$ cat src/rtl/master_bus_pkg.sv
// Purpose : shared types and constants for the master register bus arbiter.
// Latency : n/a (types only).
// Backpressure: n/a.
// Contents: FSM state enum, bus register map, STAT_REG bit positions, early-refusal helper.
package master_bus_pkg;

    typedef enum logic [2:0] {
        IDLE,
        STAT,
        ISSUE,
        WAIT,
        RESP
    } state_t;

    // Register map on the master bus
    localparam logic [1:0] ADDR_FIFO = 2'd0;
    localparam logic [1:0] ADDR_STAT = 2'd1;
    localparam logic [1:0] ADDR_MEM  = 2'd2;
    localparam logic [1:0] ADDR_NONE = 2'd3;

    // STAT_REG bit positions
    localparam int STAT_EMPTY = 0;
    localparam int STAT_FULL  = 1;
    localparam int STAT_OVF   = 2;
    localparam int STAT_UNF   = 3;
    localparam int STAT_CLR   = 4;

    // Accesses refused before touching the bus: the unmapped address, and
    // writes to the read-only MEM register.
    function automatic logic refuse_early(input logic wr, input logic [1:0] addr);
        return (addr == ADDR_NONE) || (wr && (addr == ADDR_MEM));
    endfunction

endpackage

$ cat src/rtl/rr_arbiter.sv
// Purpose : round-robin pick of the first set request at or after i_ptr (wrapping).
// Latency : combinational.
// Backpressure: none; caller decides when the grant is taken.
// Ports   : i_req  request vector, i_ptr  search start index,
//           o_gnt  one-hot grant, o_idx  grant index, o_any  some request set.
module rr_arbiter
    import master_bus_pkg::*;
#(
    parameter int NREQ = 2,
    parameter int IW   = 1
) (
    input  logic [NREQ-1:0] i_req,
    input  logic [IW-1:0]   i_ptr,
    output logic [NREQ-1:0] o_gnt,
    output logic [IW-1:0]   o_idx,
    output logic            o_any
);

    logic [IW-1:0] w_j;
    logic          w_found;

    always_comb begin
        w_j     = '0;
        w_found = 1'b0;
        o_gnt   = '0;
        o_idx   = '0;
        for (int k = 0; k < NREQ; k++) begin
            w_j = IW'((int'(i_ptr) + k) % NREQ);
            if (!w_found && i_req[w_j]) begin
                w_found    = 1'b1;
                o_gnt[w_j] = 1'b1;
                o_idx      = w_j;
            end
        end
        o_any = w_found;
    end

endmodule

$ cat src/rtl/master_bus_arbiter.sv
// Purpose : shares the master register bus between NREQ requesters, one transaction
//           at a time, round-robin, with a STAT pre-read guarding FIFO (addr 0) accesses.
// Latency : accept->rsp_valid 2 cycles, +1 with STAT pre-read, +1 for FIFO read wait;
//           refused-in-IDLE accesses respond after 1 cycle.
// Backpressure: req_ready only in IDLE, so a requester holds its request until granted.
// Ports   : clk, rst (sync, active high); req_valid/write/addr/wdata in, req_ready out;
//           rsp_valid/rsp_rdata/rsp_err out; m_enable/addr/write/read/wdata out, m_rdata in.
module master_bus_arbiter
    import master_bus_pkg::*;
#(
    parameter int NREQ       = 2,
    parameter int STAT_CHECK = 1,
    parameter int RD_LAT     = 1
) (
    input  logic              clk,
    input  logic              rst,
    input  logic [NREQ-1:0]   req_valid,
    input  logic [NREQ-1:0]   req_write,
    input  logic [2*NREQ-1:0] req_addr,
    input  logic [8*NREQ-1:0] req_wdata,
    output logic [NREQ-1:0]   req_ready,
    output logic [NREQ-1:0]   rsp_valid,
    output logic [7:0]        rsp_rdata,
    output logic              rsp_err,
    output logic              m_enable,
    output logic [1:0]        m_addr,
    output logic              m_write,
    output logic              m_read,
    output logic [7:0]        m_wdata,
    input  logic [7:0]        m_rdata
);

    localparam int IW = (NREQ > 1) ? $clog2(NREQ) : 1;

    state_t        r_state;
    logic [IW-1:0] r_ptr;
    logic [IW-1:0] r_gnt_idx;
    logic          r_write;
    logic [1:0]    r_addr;
    logic [7:0]    r_wdata;
    logic [7:0]    r_rdata;
    logic          r_err;

    logic [NREQ-1:0] w_gnt;
    logic [IW-1:0]   w_idx;
    logic            w_any;
    logic            w_req_write;
    logic [1:0]      w_req_addr;
    logic [7:0]      w_req_wdata;

    rr_arbiter #(
        .NREQ (NREQ),
        .IW   (IW)
    ) u_rr (
        .i_req (req_valid),
        .i_ptr (r_ptr),
        .o_gnt (w_gnt),
        .o_idx (w_idx),
        .o_any (w_any)
    );

    // Select the granted requester's fields by shifting its slice down to bit 0.
    assign w_req_write = req_write[w_idx];
    assign w_req_addr  = 2'(req_addr >> {w_idx, 1'b0});
    assign w_req_wdata = 8'(req_wdata >> {w_idx, 3'b000});

    // Grant is only offered in IDLE; during reset nothing may be accepted
    // because the latch below would be discarded.
    assign req_ready = ((r_state == IDLE) && !rst) ? w_gnt : '0;

    always_ff @(posedge clk) begin
        if (rst) begin
            r_state   <= IDLE;
            r_ptr     <= '0;
            r_gnt_idx <= '0;
            r_write   <= 1'b0;
            r_addr    <= 2'd0;
            r_wdata   <= 8'h00;
            r_rdata   <= 8'h00;
            r_err     <= 1'b0;
        end else begin
            case (r_state)
                IDLE: begin
                    if (w_any) begin
                        r_gnt_idx <= w_idx;
                        r_write   <= w_req_write;
                        r_addr    <= w_req_addr;
                        r_wdata   <= w_req_wdata;
                        r_rdata   <= 8'h00;
                        r_err     <= 1'b0;
                        if (refuse_early(w_req_write, w_req_addr)) begin
                            r_err   <= 1'b1;
                            r_state <= RESP;
                        end else if ((w_req_addr == ADDR_FIFO) && (STAT_CHECK != 0)) begin
                            r_state <= STAT;
                        end else begin
                            r_state <= ISSUE;
                        end
                    end
                end
                STAT: begin
                    // Refuse a write into a full FIFO or a read from an empty one.
                    if ((r_write && m_rdata[STAT_FULL]) || (!r_write && m_rdata[STAT_EMPTY])) begin
                        r_err   <= 1'b1;
                        r_state <= RESP;
                    end else begin
                        r_state <= ISSUE;
                    end
                end
                ISSUE: begin
                    if (!r_write && (r_addr == ADDR_FIFO) && (RD_LAT != 0)) begin
                        r_state <= WAIT;
                    end else begin
                        if (!r_write) begin
                            r_rdata <= m_rdata;
                        end
                        r_state <= RESP;
                    end
                end
                WAIT: begin
                    r_rdata <= m_rdata;
                    r_state <= RESP;
                end
                RESP: begin
                    // Next search starts just past the requester served now.
                    r_ptr   <= (r_gnt_idx == IW'(NREQ - 1)) ? '0 : r_gnt_idx + 1'b1;
                    r_state <= IDLE;
                end
                default: r_state <= IDLE;
            endcase
        end
    end

    // Bus outputs depend only on state and latched request, never on req_*.
    always_comb begin
        m_enable = 1'b0;
        m_addr   = 2'd0;
        m_write  = 1'b0;
        m_read   = 1'b0;
        m_wdata  = 8'h00;
        case (r_state)
            STAT: begin
                m_enable = 1'b1;
                m_addr   = ADDR_STAT;
                m_read   = 1'b1;
            end
            ISSUE: begin
                m_enable = 1'b1;
                m_addr   = r_addr;
                m_write  = r_write;
                m_read   = !r_write;
                m_wdata  = r_write ? r_wdata : 8'h00;
            end
            default: ;
        endcase
    end

    assign rsp_valid = (r_state == RESP) ? ({{(NREQ-1){1'b0}}, 1'b1} << r_gnt_idx) : '0;
    assign rsp_rdata = (r_state == RESP) ? r_rdata : 8'h00;
    assign rsp_err   = (r_state == RESP) && r_err;

endmodule
$ cat config.mk
export PLATFORM = sky130hd
export DESIGN_NAME = master_bus_arbiter
export DESIGN_NICKNAME = d
export VERILOG_FILES = /design/src/rtl/master_bus_pkg.sv /design/src/rtl/rr_arbiter.sv /design/src/rtl/master_bus_arbiter.sv
export SDC_FILE = /design/constraint.sdc
export NUM_CORES = 1
export LEC_CHECK = 0
export ABC_CLOCK_PERIOD_IN_PS = 1800
export CAP_MARGIN = 20
export CORE_ASPECT_RATIO = 2
export CORE_MARGIN = 2
export CORE_UTILIZATION = 44
export DETAILED_ROUTE_END_ITERATION = 6
export PLACE_DENSITY_LB_ADDON = 0.15
export REMOVE_ABC_BUFFERS = 1
export SYNTH_ARGS = -nofsm -noshare
export SYNTH_HDL_FRONTEND = slang
export SYNTH_SLANG_ARGS = --single-unit
$ cat constraint.sdc
create_clock -name clk -period 1.8 [get_ports clk]
set_input_delay 0.54 -clock clk [delete_from_list [all_inputs] [get_ports clk]]
set_output_delay 0.54 -clock clk [all_outputs]
set_load 0.02 [all_outputs]
==> results.sh, run 1 <==
export IMPL_nFillCells=246
export IMPL_dr_total_vias=1818
export IMPL_n_antenna_cell=0
export IMPL_power_density_mw_per_mm2=1050
export IMPL_max_stage_delay_ns=0.36
export IMPL_cts_sinks=25
export IMPL_layout_setup_ws_ns=-0.263
export IMPL_drive_above_1_share=0.444
export IMPL_ios=60
export IMPL_htreeDepth=1
export IMPL_cp_max_fo=9
export IMPL_drt_iter0_markers=46
export IMPL_grt_max_degree=26
export IMPL_dieArea_mm2=0.00407
export IMPL_rsz0062_at_grt="yes"
export IMPL_reg2reg_slack_ns=0.03
export IMPL_yosys_area_share_simple=0.346
export IMPL_grt_usage=0.263
export IMPL_slowest_stage="dfxtp_2"
export IMPL_gpl_final_weighted_congestion=0.865
export IMPL_synth_most_common_cell="dfxtp_1"
export IMPL_setup_violations=23
export IMPL_synth_top_cell_area_share=0.321
export IMPL_maxSlewHeadroom=0.652
export IMPL_die_h_um=88.2
export IMPL_place_ws_ns=-1.10
export IMPL_grt_overflow_total=0
export IMPL_report_power_total_uw=2790
export IMPL_leakagePower_uw=0.00115
export IMPL_yosys_area_top_type="dfxtp_1"
export IMPL_ys_seq_area_frac=0.321
export IMPL_crit_required_ns=1.26
export IMPL_max_freq_mhz=485
export IMPL_run_status="complete, but fails checks"
export IMPL_grt_pass1_vias=1759
export IMPL_syn_area_per_cell_um2=8.35
export IMPL_syn_area_mm2=0.00156
export IMPL_clk_path_buf_depth=2
export IMPL_fin_crit_sh=1.15
export IMPL_timing_hold_ws_ns=0.470
export IMPL_nets=314
export IMPL_ys_ff_latch=25
export IMPL_synthTopCellsByArea="dfxtp_1 (32%), a311oi_2 (7.7%), and3_1 (7.6%), mux2i_1 (5.8%), nand2_1 (5.5%)"
export IMPL_synthCells=187
export IMPL_path_delay_family="buffers and inverters"
export IMPL_synth_compound_area_frac=0.200
export IMPL_maxCapViolations=0
export IMPL_routed_wl_um=5630
export IMPL_grt_pass1_wl_um=7980
export IMPL_ir_drop_v=0.000680
export IMPL_crit_chain="buf_6, nor3b_4, buf_6, and3_1, buf_4"
export IMPL_port_buffers=59
export IMPL_drcViolationCount=0
export IMPL_fin_setup_tns_ns=-4.30
export IMPL_viasPerCell=5.85
export IMPL_num_rows=30
export IMPL_area_growth_pct=70.0
export IMPL_clock_latency_ns=0.27
export IMPL_synthArstFlopShare=0
export IMPL_synthMuxAreaShare=0.0577
export IMPL_core_mm2=0.00338
export IMPL_die_w_um=46.1
export IMPL_ys_flop_type="dfxtp_1"
export IMPL_cts_buffers_inserted=3
export IMPL_path_class="flip-flop to output port"
export IMPL_wl_per_cell_um=18.1
export IMPL_synth_xor_area_frac=0
export IMPL_drv_slew=0
export IMPL_synth_commonest_cells="dfxtp_1 (25), nand2_1 (23), and3_1 (19)"
export IMPL_fin_util=0.786
export IMPL_firstDrtPassIters=4
export IMPL_fin_skew_ns=0.00475
export IMPL_synthDistinctLibCells=39
export IMPL_hold_buffers=0
export IMPL_antenna_left=0
export IMPL_crit_top_cell="buf_6"
export IMPL_period_needed_ns=2.06
export IMPL_tightest_slew_ns=0.521
export IMPL_synth_fa_ha_area_frac=0
export IMPL_cts_clk_slew_worst_paths_ns=0.09
export IMPL_synth_top_family_by_area="simple AND/OR/NAND/NOR gates"
export IMPL_cts_tree="done"
export IMPL_arrival_ns=1.52
export IMPL_hold_violations=0
export IMPL_cp_num_buf_inv=3
export IMPL_synth_edf_count=0
export IMPL_place_hpwl_um=3390
export IMPL_crit_path_end_kind="output port"
export IMPL_cts_root_buf="clkbuf_8"
export IMPL_initial_utilization=0.462
export IMPL_start_kind="flip-flop"
export IMPL_hold_class="flip-flop to flip-flop"
export IMPL_violations="negative setup slack"
export IMPL_grt_antenna_before_repair=0
export IMPL_yosys_warnings=0
-- path summary, 6_finish.rpt --
check                                          endpoint  cells past startpoint                    start
worst max-delay path                         m_wdata[0]                      5  r_state[1]$_SDFFE_PP0P_
worst min-delay path            r_rdata[2]$_SDFFE_PP0P_                      2  r_rdata[2]$_SDFFE_PP0P_
worst max register to register  r_rdata[6]$_SDFFE_PP0P_                      9  r_state[0]$_SDFFE_PP0P_
worst min register to register  r_rdata[2]$_SDFFE_PP0P_                      2  r_rdata[2]$_SDFFE_PP0P_
-- per-stage QoR --
stage,instances,cell area (um2)
3_3_place_gp,289,2310
6_report,311,2660
3_5_place_dp,289,2310
4_1_cts,299,2440
2_1_floorplan,171,1460
5_1_grt,311,2660
-- area by class of cell --
class | instances | area [um2] | share of cell area
Clock buffer | 3 | 41.3 | 0.0156
Clock inverter | 1 | 5.00 | 0.00189
Inverter | 5 | 18.8 | 0.00707
Multi-Input combinational cell | 143 | 1090 | 0.410
Sequential cell | 25 | 507 | 0.191
Tap cell | 32 | 40.0 | 0.0151
Timing Repair Buffer | 102 | 956 | 0.360
-- routing by layer --
metal | GRT usage | up-vias | part of all wire
li1 | - | 856 | -
met1 | 0.271 | 861 | 0.34
met4 | 0.156 | 0 | 0.036
met2 | 0.472 | 82 | 0.58
met3 | 0.0327 | 19 | 0.045
met5 | 0 | - | 0
-- where the power goes --
group          switching, uW  internal, uW
Clock                    182           155
Sequential              91.8           676
Combinational            841           846
-- cell usage in the layout (no fill, tap or decap), drive strengths merged, types with 2 or more instances in the layout --
cell	netlist	layout
clkdlybuf4s50	0	30
mux2i	9	9
dlygate4sd2	0	2
and2	2	2
and3	19	19
dfxtp	25	25
o21ai	5	5
nor3	4	4
buf	7	68
a311oi	12	12
nand2b	10	10
nand3	12	12
nor2	18	20
nor3b	3	3
a211oi	2	2
nand2	23	23
o21a	2	2
a21oi	8	8
inv	5	5
clkbuf	9	5
or2	2	2
-- logic make-up after synthesis --
family                 Yosys count
multiplexers                     9
flip-flops                      25
AO/OA/AOI/OAI                   35
buffers and inverters           21
AND/OR/NAND/NOR                 97
-- sequential cells by signal, summed over array words and instances, names as in the netlist --
register / flops
r_rdata: 8
r_wdata: 8
r_state: 3
r_addr: 2
r_err: 1
r_gnt_idx: 1
r_ptr: 1
r_write: 1
-- timing repair --
item                                   in CTS  in global routing
endpoints found under the hold margin       0                  0
setup buffers                               3                 10
pin swaps                                   5                  9
cloned                                      3                  2
resized for setup                         162                 31
setup endpoints to repair                  49                 38
-- worst min-delay path, cell delays in order, from the launching register on --
cell      delay, ns
dfxtp_1        0.31
nand2b_1       0.06
mux2i_1        0.06
Note: power is estimated with default switching activity, not from simulation.
==> run 2: changes to the inputs <==
--- a/config.mk
+++ b/config.mk
@@ -8,7 +8,6 @@
 export ABC_CLOCK_PERIOD_IN_PS = 1800
 export CAP_MARGIN = 20
 export CORE_ASPECT_RATIO = 2
-export CORE_MARGIN = 2
 export CORE_UTILIZATION = 44
 export DETAILED_ROUTE_END_ITERATION = 6
 export PLACE_DENSITY_LB_ADDON = 0.15
==> run 2 against run 1 <==
  * The flow finishes with violations (design-rule violations, negative setup slack)
  * Sequential share of layout area decreased by 0.73 points
  * Final area is 4.0% higher
  * Sequential power grew 1%
  * First-iteration DRC count up 74%
  * Non-clock buffer count fell by 3
  * Highest routed layer unchanged
==> results.sh, run 2 (same netlist as run 1, synthesis figures left out) <==
export IMPL_drive_above_1_share=0.467
export IMPL_core_mm2=0.00338
export IMPL_grt_overflow_total=0
export IMPL_htreeDepth=1
export IMPL_cts_clk_slew_worst_paths_ns=0.09
export IMPL_grt_max_degree=26
export IMPL_tightest_slew_ns=0.406
export IMPL_max_freq_mhz=492
export IMPL_met2_usage=0.519
export IMPL_firstDrtPassIters=7
export IMPL_nets=309
export IMPL_grt_busiest_layer="met2"
export IMPL_nFillCells=208
export IMPL_maxCapViolations=0
export IMPL_die_w_um=44.1
export IMPL_report_power_total_uw=2920
export IMPL_period_needed_ns=2.03
export IMPL_start_kind="flip-flop"
export IMPL_n_antenna_cell=0
export IMPL_routed_wl_um=5920
export IMPL_place_hpwl_um=3330
export IMPL_antenna_left=0
export IMPL_area_growth_pct=76.8
export IMPL_rsz0062_at_grt="yes"
export IMPL_regArea_um2=507
export IMPL_viasPerCell=5.88
export IMPL_drt_iter0_markers=80
export IMPL_reg2reg_slack_ns=-0.02
export IMPL_die_h_um=86.2
export IMPL_cts_tree="done"
export IMPL_grt_usage=0.259
export IMPL_grt_util_met1=0.259
export IMPL_port_buffers=59
export IMPL_gpl_final_weighted_congestion=0.830
export IMPL_power_density_mw_per_mm2=1060
export IMPL_ios=60
export IMPL_fin_crit_sh=1.13
export IMPL_fin_util=0.817
export IMPL_clk_path_buf_depth=2
export IMPL_timing_hold_ws_ns=0.478
export IMPL_clock_latency_ns=0.27
export IMPL_final_cell_mix="buf_6 (31), clkdlybuf4s50_1 (30), buf_4 (27)"
export IMPL_multiInputGateArea_mm2=0.00111
export IMPL_num_rows=30
export IMPL_leakagePower_uw=0.00116
export IMPL_dr_total_vias=1800
export IMPL_fin_cells=306
export IMPL_cp_max_fo=5
export IMPL_grt_pass1_vias=1768
export IMPL_ir_drop_v=0.000746
export IMPL_maxSlewHeadroom=0.729
export IMPL_cts_buffers_inserted=3
export IMPL_hold_buffers=0
export IMPL_violations="design-rule violations, negative setup slack"
export IMPL_drcViolationCount=4
export IMPL_crit_path_end_kind="output port"
export IMPL_wl_per_cell_um=19.3
export IMPL_endpoint="m_wdata[1]"
export IMPL_grt_pass1_wl_um=7620
export IMPL_largest_registers="r_rdata: 8 flops, r_wdata: 8 flops, r_state: 3 flops"
export IMPL_crit_required_ns=1.26
export IMPL_place_ws_ns=-1.03
export IMPL_initial_utilization=0.462
export IMPL_fin_skew_ns=0.00312
export IMPL_place_inst=288
export IMPL_hold_violations=0
export IMPL_hold_class="flip-flop to flip-flop"
export IMPL_startpoint="r_state[2]$_SDFFE_PP0P_"
export IMPL_final_common_cell="buf_6"
export IMPL_dieArea_mm2=0.00381
export IMPL_rr_endpoint="r_gnt_idx$_SDFFE_PP0P_"
export IMPL_layout_setup_ws_ns=-0.234
export IMPL_arrival_ns=1.49
export IMPL_rr_startpoint="r_state[2]$_SDFFE_PP0P_"
export IMPL_cts_sinks=25
export IMPL_drv_slew=0
export IMPL_run_status="complete, but fails checks"
export IMPL_path_class="flip-flop to output port"
export IMPL_reg2reg_depth=7
export IMPL_cts_root_buf="clkbuf_8"
export IMPL_setup_violations=28
export IMPL_use_met3=0.0250
export IMPL_grt_antenna_before_repair=0
-- run 2: cell types whose count changed in the layout (fill, tap and decap cells not counted), sizes merged --
cell and delta:
nor2 -2, buf -4, dlygate4sd2 -1, dlymetal6s2s +1, clkbuf +1
-- run 2: metrics by stage --
| stage | instance area, um2 | setup TNS, ns |
|---|---|---|
| after floorplan | 1460 | -1.24 |
| after global placement | 2330 | -18.37 |
| after detailed placement | 2330 | -19.69 |
| after CTS | 2420 | -3.77 |
| after global routing | 2760 | -4.77 |
| final | 2760 | -3.84 |
-- run 2: area by class of cell --
class                      instances  area share
inverter                           5     0.00680
timing repair buffer              99       0.376
clock buffer                       3      0.0150
multi-input combinational        141       0.402
sequential                        25       0.184
tap                               32      0.0145
clock inverter                     1     0.00181
-- run 2: critical path: stages (launching register included) --
cell and delay [ns]:
dfxtp_4 0.38, buf_12 0.13, nor3b_4 0.25, buf_6 0.17, and3_4 0.18, buf_6 0.12
-- run 2: where the power goes --
part / internal (uW) / switching (uW)
sequential: 677 / 100
combinational: 934 / 862
clock: 155 / 195
-- run 2: what timing repair did --
action	4_1_cts	5_1_grt
resized for setup	155	63
endpoints found under the hold margin	0	0
pin swaps	5	22
setup buffers	4	7
gates cloned	1	2
endpoints found under the setup margin	50	39
-- run 2: worst min path at each step --
| stage | startpoint | to | cells past startpoint |
|---|---|---|---|
| floorplan | r_rdata[5]$_SDFFE_PP0P_ | r_rdata[5]$_SDFFE_PP0P_ | 2 |
| global placement | r_rdata[3]$_SDFFE_PP0P_ | r_rdata[3]$_SDFFE_PP0P_ | 2 |
| detailed placement | r_rdata[0]$_SDFFE_PP0P_ | r_rdata[0]$_SDFFE_PP0P_ | 2 |
| CTS | r_rdata[0]$_SDFFE_PP0P_ | r_rdata[0]$_SDFFE_PP0P_ | 2 |
| global route | r_rdata[2]$_SDFFE_PP0P_ | r_rdata[2]$_SDFFE_PP0P_ | 2 |
| finish | r_rdata[2]$_SDFFE_PP0P_ | r_rdata[2]$_SDFFE_PP0P_ | 2 |
-- run 2: layer usage --
metal  vias to the layer above  share of wire
li1                        838              -
met4                         0          0.030
met1                       881           0.36
met3                        19          0.031
met2                        62           0.58
met5                         -              0
